==> src/rtl/bxu_pkg.sv <==
// Shared opcode, flag-encoding and state definitions for the BXU sequential front end.
package bxu_pkg;

  localparam logic [3:0] OPC_NOP   = 4'b0000;
  localparam logic [3:0] OPC_D_MOD = 4'b0010;
  localparam logic [3:0] OPC_D_SET = 4'b1010;
  localparam logic [3:0] OPC_S_MOD = 4'b0110;
  localparam logic [3:0] OPC_S_SET = 4'b1110;
  localparam logic [3:0] OPC_J_MOD = 4'b0001;
  localparam logic [3:0] OPC_J_SET = 4'b1001;
  localparam logic [3:0] OPC_JC_NZ = 4'b0101;
  localparam logic [3:0] OPC_JC_Z  = 4'b1101;
  localparam logic [3:0] OPC_IN    = 4'b1011;
  localparam logic [3:0] OPC_OUT   = 4'b0011;

  localparam logic [1:0] CADDR_NOP = 2'd0;
  localparam logic [1:0] CADDR_INC = 2'd1;
  localparam logic [1:0] CADDR_MOD = 2'd2;
  localparam logic [1:0] CADDR_SET = 2'd3;

  localparam logic [1:0] DADDR_NOP = 2'd0;
  localparam logic [1:0] DADDR_MOD = 2'd1;
  localparam logic [1:0] DADDR_SET = 2'd2;

  localparam logic [1:0] DATA_NOP = 2'd0;
  localparam logic [1:0] DATA_MOD = 2'd1;
  localparam logic [1:0] DATA_SET = 2'd2;
  localparam logic [1:0] DATA_GET = 2'd3;

  typedef enum logic [1:0] {
    ST_IDLE,
    ST_REPEAT,
    ST_IN_WAIT,
    ST_OUT_WAIT
  } state_t;

  typedef struct packed {
    logic nop;
    logic j;
    logic jc;
    logic d;
    logic s;
    logic i;
    logic o;
  } op_cls_t;

  function automatic int arg_width(input int code_bitwidth);
    return code_bitwidth - 4;
  endfunction

endpackage

==> src/rtl/bxu_op_decode.sv <==
// Combinational opcode classifier: code[3:0] -> one-hot op class plus mod/set and z/nz selects.
module bxu_op_decode
  import bxu_pkg::*;
(
  input  logic [3:0] opc,
  output op_cls_t    cls,
  output logic       sel_set,
  output logic       sel_z
);

  always_comb begin
    cls     = '0;
    sel_set = opc[3];
    sel_z   = opc[3];
    case (opc[2:0])
      3'b010:  cls.d = 1'b1;
      3'b110:  cls.s = 1'b1;
      3'b001:  cls.j = 1'b1;
      3'b101:  cls.jc = 1'b1;
      3'b011: begin
        if (opc[3]) cls.i = 1'b1;
        else        cls.o = 1'b1;
      end
      // 000 with bit3 set, 100 and 111 are illegal and fold into nop
      default: cls.nop = 1'b1;
    endcase
  end

endmodule

==> src/rtl/bxu_front_seq.sv <==
// BXU front end: accepts code words over valid/ack and issues registered one-cycle op flags,
// with repeat-fused d/s ops, a data_wr->condition interlock and req/ack I/O waits.
module bxu_front_seq
  import bxu_pkg::*;
#(
  parameter int DATA_BITWIDTH = 8,
  parameter int CODE_BITWIDTH = 16,
  parameter int REP_BITWIDTH  = 8
) (
  input  logic                                 clk,
  input  logic                                 rst,
  input  logic [CODE_BITWIDTH-1:0]             code,
  input  logic                                 code_valid,
  output logic                                 code_ack,
  input  logic [DATA_BITWIDTH-1:0]             data,
  output logic                                 io_input_req,
  input  logic                                 io_input_ack,
  output logic                                 io_output_req,
  input  logic                                 io_output_ack,
  output logic [1:0]                           flag_op_caddr,
  output logic [1:0]                           flag_op_daddr,
  output logic [1:0]                           flag_op_data,
  output logic                                 flag_op_data_wr,
  output logic [arg_width(CODE_BITWIDTH)-1:0]  op_arg,
  output logic                                 busy
);

  localparam int AW = arg_width(CODE_BITWIDTH);

  op_cls_t                 cls;
  logic                    sel_set, sel_z;
  state_t                  state, state_nxt;
  logic [REP_BITWIDTH-1:0] cnt, cnt_nxt, rep_raw, rep_eff;
  logic                    rep_is_d, rep_is_d_nxt;
  logic [1:0]              caddr_nxt, daddr_nxt, data_nxt;
  logic                    wr_nxt;
  logic [AW-1:0]           arg_nxt;
  logic                    hazard, accept, taken, multi;

  bxu_op_decode u_dec (
    .opc     (code[3:0]),
    .cls     (cls),
    .sel_set (sel_set),
    .sel_z   (sel_z)
  );

  assign rep_raw  = code[4 +: REP_BITWIDTH];
  assign rep_eff  = (rep_raw == '0) ? REP_BITWIDTH'(1) : rep_raw;
  assign multi    = (cls.d | cls.s) & ~sel_set & (rep_eff > REP_BITWIDTH'(1));
  // The cell being written this cycle is not yet visible on data, so jc/o must wait one cycle.
  assign hazard   = flag_op_data_wr & (cls.jc | cls.o);
  assign accept   = (state == ST_IDLE) & code_valid & ~hazard;
  assign code_ack = accept;
  assign taken    = sel_z ? (data == '0) : (data != '0);

  assign busy          = (state != ST_IDLE);
  assign io_input_req  = (state == ST_IN_WAIT);
  assign io_output_req = (state == ST_OUT_WAIT);

  always_comb begin
    state_nxt    = state;
    cnt_nxt      = cnt;
    rep_is_d_nxt = rep_is_d;
    caddr_nxt    = CADDR_NOP;
    daddr_nxt    = DADDR_NOP;
    data_nxt     = DATA_NOP;
    wr_nxt       = 1'b0;
    arg_nxt      = op_arg;
    case (state)
      ST_IDLE: begin
        if (accept) begin
          arg_nxt = code[CODE_BITWIDTH-1:4];
          if (cls.nop | cls.d | cls.s) caddr_nxt = CADDR_INC;
          if (cls.j)  caddr_nxt = sel_set ? CADDR_SET : CADDR_MOD;
          if (cls.jc) caddr_nxt = taken ? CADDR_MOD : CADDR_INC;
          if (cls.d) begin
            data_nxt = sel_set ? DATA_SET : DATA_MOD;
            wr_nxt   = 1'b1;
          end
          if (cls.s) daddr_nxt = sel_set ? DADDR_SET : DADDR_MOD;
          if (multi) begin
            state_nxt    = ST_REPEAT;
            cnt_nxt      = rep_eff;
            rep_is_d_nxt = cls.d;
          end
          if (cls.i) state_nxt = ST_IN_WAIT;
          if (cls.o) state_nxt = ST_OUT_WAIT;
        end
      end
      ST_REPEAT: begin
        if (rep_is_d) begin
          data_nxt = DATA_MOD;
          wr_nxt   = 1'b1;
        end else begin
          daddr_nxt = DADDR_MOD;
        end
        cnt_nxt = cnt - REP_BITWIDTH'(1);
        if (cnt <= REP_BITWIDTH'(2)) state_nxt = ST_IDLE;
      end
      ST_IN_WAIT: begin
        if (io_input_ack) begin
          data_nxt  = DATA_GET;
          wr_nxt    = 1'b1;
          caddr_nxt = CADDR_INC;
          state_nxt = ST_IDLE;
        end
      end
      ST_OUT_WAIT: begin
        if (io_output_ack) begin
          caddr_nxt = CADDR_INC;
          state_nxt = ST_IDLE;
        end
      end
      default: state_nxt = ST_IDLE;
    endcase
  end

  always_ff @(posedge clk or posedge rst) begin
    if (rst) begin
      state           <= ST_IDLE;
      cnt             <= '0;
      rep_is_d        <= 1'b0;
      flag_op_caddr   <= CADDR_NOP;
      flag_op_daddr   <= DADDR_NOP;
      flag_op_data    <= DATA_NOP;
      flag_op_data_wr <= 1'b0;
      op_arg          <= '0;
    end else begin
      state           <= state_nxt;
      cnt             <= cnt_nxt;
      rep_is_d        <= rep_is_d_nxt;
      flag_op_caddr   <= caddr_nxt;
      flag_op_daddr   <= daddr_nxt;
      flag_op_data    <= data_nxt;
      flag_op_data_wr <= wr_nxt;
      op_arg          <= arg_nxt;
    end
  end

endmodule

==> config.mk <==
export PLATFORM = sky130hd
export DESIGN_NAME = bxu_front_seq
export DESIGN_NICKNAME = d
export VERILOG_FILES = /design/src/rtl/bxu_pkg.sv /design/src/rtl/bxu_op_decode.sv /design/src/rtl/bxu_front_seq.sv
export SDC_FILE = /design/constraint.sdc
export NUM_CORES = 1
export LEC_CHECK = 0
export CAP_MARGIN = 40
export CORE_UTILIZATION = 41
export CTS_CLUSTER_DIAMETER = 200
export DETAILED_ROUTE_END_ITERATION = 8
export GPL_ROUTABILITY_DRIVEN = 1
export PLACE_DENSITY_LB_ADDON = 0.1
export SLEW_MARGIN = 25
export SYNTH_ARGS = -nofsm -noshare
export SYNTH_HDL_FRONTEND = slang
export SYNTH_HIERARCHICAL = 1
export SYNTH_SLANG_ARGS = --single-unit
==> constraint.sdc <==
create_clock -name clk -period 1.8 [get_ports clk]
set_input_delay 0.36 -clock clk [delete_from_list [all_inputs] [get_ports clk]]
set_output_delay 0.36 -clock clk [all_outputs]
set_load 0.005 [all_outputs]
* After elaboration in Yosys (flattened, before gate mapping)
Cells that the tools add are included.
W data, S select, Z words.
** Word-level totals
- Register bits after elaboration :: 30
- Output and inout bits :: 23
- Logic and storage cells :: 92
** Operators by class
- Add/sub/neg operators :: 1
- Magnitude comparators :: 2
- Equal/unequal tests :: 14
- Muxes and demuxes :: 45
- Bitwise gates (word level) :: 11
- Reductions and logical operators :: 11
** Operators with widths (count)
- $mux W2 :: 18
- $mux W8 :: 3
- $mux W1 :: 18
- $logic_not A8 Y1 :: 2
- $pmux W8 S2 :: 1
- $pmux W2 S3 :: 2
- $gt A8 B1 Y1 const B :: 1
- $le A8 B2 Y1 const B :: 1
- $pmux W2 S4 :: 1
- $reduce_bool A8 Y1 :: 1
- $sub A8 B1 Y8 const B :: 1
- $eq A3 B2 Y1 const B :: 2
- $eq A3 B3 Y1 const B :: 2
- $ne A2 B2 Y1 const B :: 3
- $reduce_and A3 Y1 :: 2
- $and A1 B1 Y1 :: 5
- $reduce_and A5 Y1 :: 1
- $reduce_or A5 Y1 :: 1
- $eq A2 B2 Y1 const B :: 2
- $ne A2 B1 Y1 const B :: 2
- $ne A4 B4 Y1 const B :: 1
- $or A1 B1 Y1 :: 4
- $pmux W2 S2 :: 1
- $reduce_bool A2 Y1 :: 2
- 6 further kinds :: 7

* Depth between registers and ports, before layout
Gate-level depths: netlist of the first run.
- Depth after elaboration :: 10
- Mapped depth :: 9

* Cells and area by module
The synthesis of the first run kept the hierarchy.
** By module, submodules not included
- bxu_front_seq :: times used 1, cells an instance 166, area each 1503.9 µm²
- bxu_op_decode :: times used 1, cells an instance 16, area each 118.9 µm²

* Worst setup path before layout of the first run
Ideal clock, no wire load.
- Path type :: input port to flip-flop
- Start point :: in code[1]
- End point :: reg cnt[0]
- Setup time :: 0.124 ns
- Arrival :: 1.964 ns
- Setup slack :: -0.288 ns
- Stages on the path :: 9
- Cells stage by stage :: inv_1 -> ha_1 -> and2_1 -> o21ai_2 -> nand2_1 -> or3_1 -> buf_6 -> a21o_4 -> a211o_1
** RTL lines
- start: declaration :: RTL line bxu_front_seq.sv:12 : input logic [CODE_BITWIDTH-1:0] code,
- end signal: assignment :: RTL line bxu_front_seq.sv:130 : cnt <= cnt_nxt;
- end: declaration :: RTL line bxu_front_seq.sv:33 : logic [REP_BITWIDTH-1:0] cnt, cnt_nxt, rep_raw, rep_eff;

==> results of run 1 <==
## where the power goes
group / leakage (nW) / internal, mW / switching (mW)
combinational: 0.847 / 0.803 / 0.706
sequential: 0.370 / 0.944 / 0.203
clock: 0.0482 / 0.308 / 0.262
## layer usage
| metal | share of wire, % | track usage (%) |
|---|---|---|
| met1 | 39 | 27.9 |
| met4 | 2.8 | 13.1 |
| met5 | 0 | 0 |
| met2 | 54 | 45.7 |
| met3 | 4.7 | 5.46 |
## registers in the layout, indices dropped and copies added, names as in the netlist
name,count
cnt,8
flag_op_caddr,2
flag_op_daddr,2
flag_op_data,2
flag_op_data_wr,1
op_arg,12
rep_is_d,1
state,2
## cell families (layout without fill, tap and decap cells)
kind of cell | Yosys count | after routing | share of synthesized area [%]
xor+xnor | 1 | 1 | 0.540
buf+inv | 22 | 106 | 6.09
simple gates | 89 | 89 | 27.1
mux | 3 | 3 | 1.93
flops | 30 | 30 | 46.3
compound gates | 32 | 32 | 14.2
fa+ha+maj | 5 | 5 | 3.86
## layout make-up
class,instances,area (sq um),area share (%)
repair buffers,84,748,28.7
well taps,48,60.1,2.30
multi-input cells,130,890,34.1
clock buffers,7,86.3,3.31
clock inverters,1,5.00,0.192
flip-flops and latches,30,751,28.8
inverters,14,66.3,2.54
## metrics by stage
step	instances	utilization, %
floorplan	182	-
global placement	303	65.3
detailed placement	303	65.3
CTS	315	69.4
global route	314	70.1
finish	314	70.1
## synthesized netlist by cell type (2+ instances only)
cell type  number  share of area [%]
and3b_1         2                1.1
o21ai_0         6                1.9
inv_1          12                2.8
and2_1          3                1.2
ha_1            5                3.9
and2b_1         2               0.92
nor4_1          4                1.5
nand4_1         2               0.77
nand3_1         3               0.92
clkbuf_1        4               0.92
mux2i_1         2                1.2
o31ai_1         2               0.92
a211o_1         2                1.1
nor4b_1         2                1.1
nor2_1         13                3.0
or3_1           4                1.5
buf_4           2               0.92
and3_1          2               0.77
a22oi_1         4                1.9
a21oi_1         8                2.5
nor3_1          3               0.92
nand2_1        44                 10
dfrtp_1        30                 46
## worst min path at each step
stage / startpoint / to / slack, ns / cells past startpoint
2_1_floorplan: rst / cnt[0] / 0.45 / 1
3_3_place_gp: op_arg[9] / op_arg[9] / 0.46 / 2
3_5_place_dp: op_arg[4] / op_arg[4] / 0.47 / 2
4_1_cts: code[11] / op_arg[7] / 0.36 / 4
5_1_grt: code[11] / op_arg[7] / 0.38 / 4
6_report: code[11] / op_arg[7] / 0.37 / 4
## critical path: stages
cell     delay [ns]
buf_2          0.14
ha_4           0.16
and2_4         0.16
o21ai_4        0.15
nand4_4        0.13
buf_6          0.14
or3_4          0.37
mux2_4         0.31
## repair_timing
item                                    CTS  global route
pin swaps                                 9             4
endpoints found under the setup margin   32            10
setup buffers                             4             0
gates resized for setup                  47            10
==> flow_summary.json, run 1 <==
{
  "dp_slack_ns": -0.760,
  "coreArea_sq_mm": 0.00372,
  "ir_worst_vdd_mv": 0.579,
  "synth_edf_count": 0,
  "hp-class": "in -> reg",
  "antenna_left": 0,
  "crit_arrival_ns": 1.92,
  "hold_viol": 0,
  "drc": 0,
  "vias_per_cell": 5.35,
  "cts_root_buf": "clkbuf_8",
  "cts_hold_buf": 0,
  "rrSetupSlack_ns": 0.14,
  "syn_nets": 216,
  "area_growth_pct": 60.6,
  "gr-usage-all-layers_pct": 25.5,
  "seq_area_frac_synth_pct": 46.3,
  "first_iter_violations": 98,
  "status": "complete, no violations",
  "antenna_found_initial": 0,
  "r2r_cells": 5,
  "ctsLongestPathBuffers": 2,
  "clk_latency_ns": 0.28,
  "min_period_ns": 1.75,
  "die-area_sq_mm": 0.00421,
  "grt_setup_unrepaired": "no",
  "grt_max_degree": 31,
  "nNetsFinal": 299,
  "num_vias": 1679,
  "syn_area_per_cell_sq_um": 8.92,
  "grt_pass1_vias": 1823,
  "io_buffers": 51,
  "totalWireLength_microns": 4910,
  "dieWidth_microns": 64.9,
  "timing.hold.ws_ns": 0.368,
  "ys.flop_type": "dfrtp_1",
  "yosysUniqueCellTypes": 44,
  "max_freq_mhz": 573,
  "fin_worst_skew_ns": 0.00496,
  "cp-start-kind": "input pin",
  "synthCells": 182,
  "design_power_total_mw": 3.23,
  "worst_slack_ns": 0.0542,
  "ys_warn_count": 6,
  "post_drt_wl_per_cell_microns": 15.6,
  "initial_utilization_pct": 43.7,
  "cts_buffers": 5,
  "cap_viol_max_count": 0,
  "gp_congestion": 0.960,
  "crit_end": "rep_is_d",
  "stdcell_area_sq_mm": 0.00261,
  "dr.pass1.iters": 6,
  "power.density_mw_per_mm2": 1240,
  "grt.overflow.total": 0,
  "diodes": 0,
  "startpoint": "code[0]",
  "final-max-slew-violation-count": 0,
  "cts_tree": "done",
  "cts_num_sinks": 30,
  "h-tree-depth": 2,
  "finalSetupViolCount": 0,
  "r2r-end": "rep_is_d",
  "layout_commonest_cell": "nand2_1",
  "relSlewSlack_pct": 73.8,
  "dpl_cell_area_sq_mm": 0.00242,
  "async_flop_share_pct": 100,
  "period_share_pct": 97.0,
  "post-dp-hpwl_microns": 3550,
  "grt_first_pass_wirelength_microns": 8010,
  "netlist_area_sq_mm": 0.00162,
  "path_clk_slew_ns": 0.07,
  "fillers": 283,
  "worstPathMaxFanout": 7,
  "ys_ff_latch": 30,
  "cp-end-kind": "register",
  "p_leak_nw": 1.27,
  "rows": 22,
  "crit_type": "in -> reg",
  "worst_slew_pin_slew_ns": 0.393,
  "fin_setup_tns_ns": 0,
  "drive_gt1_share_pct": 27.4,
  "crit_required_ns": 1.97,
  "dieHeight_microns": 64.9,
  "final_cell_mix": "44 x nand2_1, 37 x clkdlybuf4s50_1, 30 x dfrtp_1, 30 x buf_4, 12 x nor2_1",
  "io_pins": 52,
  "r2r-start": "state[0]"
}
No activity file was read; power rests on OpenSTA's default activity.
==> inputs of run 2 (changes only) <==
--- a/config.mk
+++ b/config.mk
@@ -6,7 +6,8 @@
 export NUM_CORES = 1
 export LEC_CHECK = 0
 export CAP_MARGIN = 40
-export CORE_UTILIZATION = 41
+export CORE_MARGIN = 2
+export CORE_UTILIZATION = 49
 export CTS_CLUSTER_DIAMETER = 200
 export DETAILED_ROUTE_END_ITERATION = 8
 export GPL_ROUTABILITY_DRIVEN = 1
@@ -14,5 +15,4 @@
 export SLEW_MARGIN = 25
 export SYNTH_ARGS = -nofsm -noshare
 export SYNTH_HDL_FRONTEND = slang
-export SYNTH_HIERARCHICAL = 1
 export SYNTH_SLANG_ARGS = --single-unit
==> constraint.sdc (replaced) <==
create_clock -name clk -period 2.2 [get_ports clk]
set_input_delay 0.44 -clock clk [delete_from_list [all_inputs] [get_ports clk]]
set_output_delay 0.44 -clock clk [all_outputs]
set_load 0.005 [all_outputs]
==> run 2 against run 1 <==
Sequential power is 19% lower. Largest cell class is now sequential cells. Clock skew grew 0.0037 ns. Utilization rose by 3.3 points. Cell area is 15% lower. Largest power group unchanged. Critical endpoint is now busy.
==> flow_summary.json, run 2 <==
{
  "final_cell_mix": "49 x clkdlybuf4s50_1, 30 x dfrtp_1, 13 x mux2_2",
  "hp-class": "in -> async",
  "dieHeight_microns": 60.4,
  "ys_warn_count": 0,
  "drc": 0,
  "synth_edf_count": 0,
  "p_leak_nw": 0.940,
  "area_growth_pct": 42.7,
  "synth.top_cell.area_share_pct": 48.2,
  "post_drt_wl_per_cell_microns": 15.4,
  "num_vias": 1396,
  "max_freq_mhz": 465,
  "ys_ff_latch": 30,
  "diodes": 0,
  "grt_setup_unrepaired": "no",
  "initial_utilization_pct": 51.5,
  "rrSetupSlack_ns": 0.40,
  "startpoint": "state[0]",
  "power.density_mw_per_mm2": 1130,
  "first_iter_violations": 51,
  "wl_met3_microns": 324,
  "gp_congestion": 0.901,
  "wl_met2_microns": 1810,
  "drive_gt1_share_pct": 19.0,
  "finalSetupViolCount": 0,
  "cp_cell_sequence": "buf_4, or2_2, clkdlybuf4s50_1",
  "top_register": "op_arg",
  "grt.overflow.total": 0,
  "antenna_found_initial": 0,
  "crit_arrival_ns": 1.71,
  "syn_area_per_cell_sq_um": 10.9,
  "cts_buffers": 5,
  "totalWireLength_microns": 3840,
  "cts_num_sinks": 30,
  "r2r_cells": 4,
  "h-tree-depth": 2,
  "synthTopCellsByArea": "dfrtp_1 48%, mux2_2 9.4%, a21oi_1 2.9%",
  "dr.pass1.iters": 4,
  "cts_root_buf": "clkbuf_4",
  "path_clk_slew_ns": 0.10,
  "status": "complete, no violations",
  "r2r-start": "state[0]",
  "grt_first_pass_wirelength_microns": 6040,
  "worst_slew_pin_slew_ns": 0.544,
  "crit_required_ns": 1.76,
  "antenna_left": 0,
  "post-dp-hpwl_microns": 2850,
  "timing.hold.ws_ns": 0.466,
  "grt_pass1_vias": 1325,
  "cp-end-kind": "output port",
  "largest_reg_flops": 12,
  "period_share_pct": 97.8,
  "synthCells": 143,
  "maxUsedRoutingLayer": "met4",
  "io_buffers": 51,
  "cp_slowest_cell": "clkdlybuf4s50_1",
  "ir_worst_vdd_mv": 0.755,
  "fin_util_pct": 73.5,
  "ctsLongestPathBuffers": 2,
  "r2r-end": "op_arg[10]",
  "clk_latency_ns": 0.34,
  "syn_nets": 174,
  "yosysUniqueCellTypes": 45,
  "die-area_sq_mm": 0.00365,
  "wl_met1_microns": 1560,
  "vias_per_cell": 5.61,
  "gr-usage-all-layers_pct": 23.1,
  "fin_worst_skew_ns": 0.00866,
  "worstPathMaxFanout": 8,
  "yosysTopAreaCell": "dfrtp_1",
  "slowest_delay_ns": 0.46,
  "grt_max_degree": 31,
  "synth_most_common_cell": "dfrtp_1",
  "final-max-slew-violation-count": 0,
  "crit_type": "reg -> out",
  "ys.flop_type": "dfrtp_1",
  "ys_top_cells_by_count": "30 x dfrtp_1, 13 x mux2_2, 9 x a21oi_1",
  "cp-start-kind": "register",
  "reg.largest.list": "op_arg: 12 flops, cnt: 8 flops",
  "io_pins": 52,
  "seq_area_frac_synth_pct": 48.2,
  "async_flop_share_pct": 100,
  "cap_viol_max_count": 0,
  "coreArea_sq_mm": 0.00303,
  "nNetsFinal": 235,
  "layout_commonest_cell": "clkdlybuf4s50_1",
  "min_period_ns": 2.15,
  "relSlewSlack_pct": 63.6,
  "cts_setup_buffers": 0,
  "hold_viol": 0,
  "cts_tree": "done",
  "netlist_area_sq_mm": 0.00156,
  "rows": 20,
  "dieWidth_microns": 60.4
}
==> run 2: cell count changes after synthesis, sizes merged, moves of 3 or more <==
cell / change
a211oi: +4
ha: -3
o2bb2ai: +3
inv: -5
o21ai: -6
nand2: -36
nor2: -5
mux2: +12
nor3: +5
o22ai: +4
==> run 2: where the power goes <==
group          total, mW  leakage [nW]  switching, mW  internal [mW]
Clock              0.433        0.0450          0.197          0.235
Sequential         0.928         0.364          0.143          0.785
Combinational       1.15         0.531          0.491          0.660
==> run 2: metrics by stage <==
step,area (sq um),TNS [ns],total power [mW],worst slack (ns),cells
finish,2220,0,2.51,0.0491,249
global route,2220,0,2.68,0.00808,249
CTS,2220,0,2.53,0.00979,249
detailed placement,2150,-1.66,2.09,-0.318,241
global placement,2150,-1.50,2.05,-0.321,241
floorplan,1560,0,1.56,0.297,143
==> run 2: per-layer routing <==
metal / track usage [%] / vias up
met5: 0 / -
li1: - / 653
met2: 37.0 / 79
met3: 7.25 / 16
met1: 28.0 / 648
met4: 12.1 / 0
==> run 2: cell families (layout without fill, tap and decap cells) <==
logic type | Yosys count | in the layout | share of synthesized area (%)
AOI/OAI and AO/OA | 35 | 35 | 17.2
xor gates and xnor gates | 1 | 1 | 0.562
adders and majority gates | 2 | 2 | 1.60
buffers and inverters | 15 | 77 | 5.14
DFF | 30 | 30 | 48.2
muxes | 14 | 14 | 10.0
and+or+nand+nor | 46 | 46 | 17.3
==> run 2: worst max path at each step <==
stage | cells past startpoint | endpoint
floorplan | 5 | op_arg[0]
global placement | 4 | code_ack
detailed placement | 4 | code_ack
CTS | 4 | code_ack
global route | 3 | busy
finish | 3 | busy
==> run 2: critical path: cells and delay by family, from the launching register on <==
family / cells / cell delay [ns]
buffers and inverters: 2 / 0.63
flip-flops: 1 / 0.41
AND/OR/NAND/NOR: 1 / 0.33
==> run 2: layout make-up <==
cell class | instances | area [sq um]
clock buffer | 5 | 37.5
clock inverter | 3 | 40.0
fill | 221 | 803
inverter | 8 | 30.0
multi-input combinational | 98 | 728
sequential | 30 | 751
tap | 44 | 55.1
timing repair buffer | 61 | 583
==> run 2: timing repair <==
item                       4_1_cts  5_1_grt
setup endpoints to repair        1        1
pin swaps                        1        1
gates resized for setup          4        1
hold buffers                     0        0
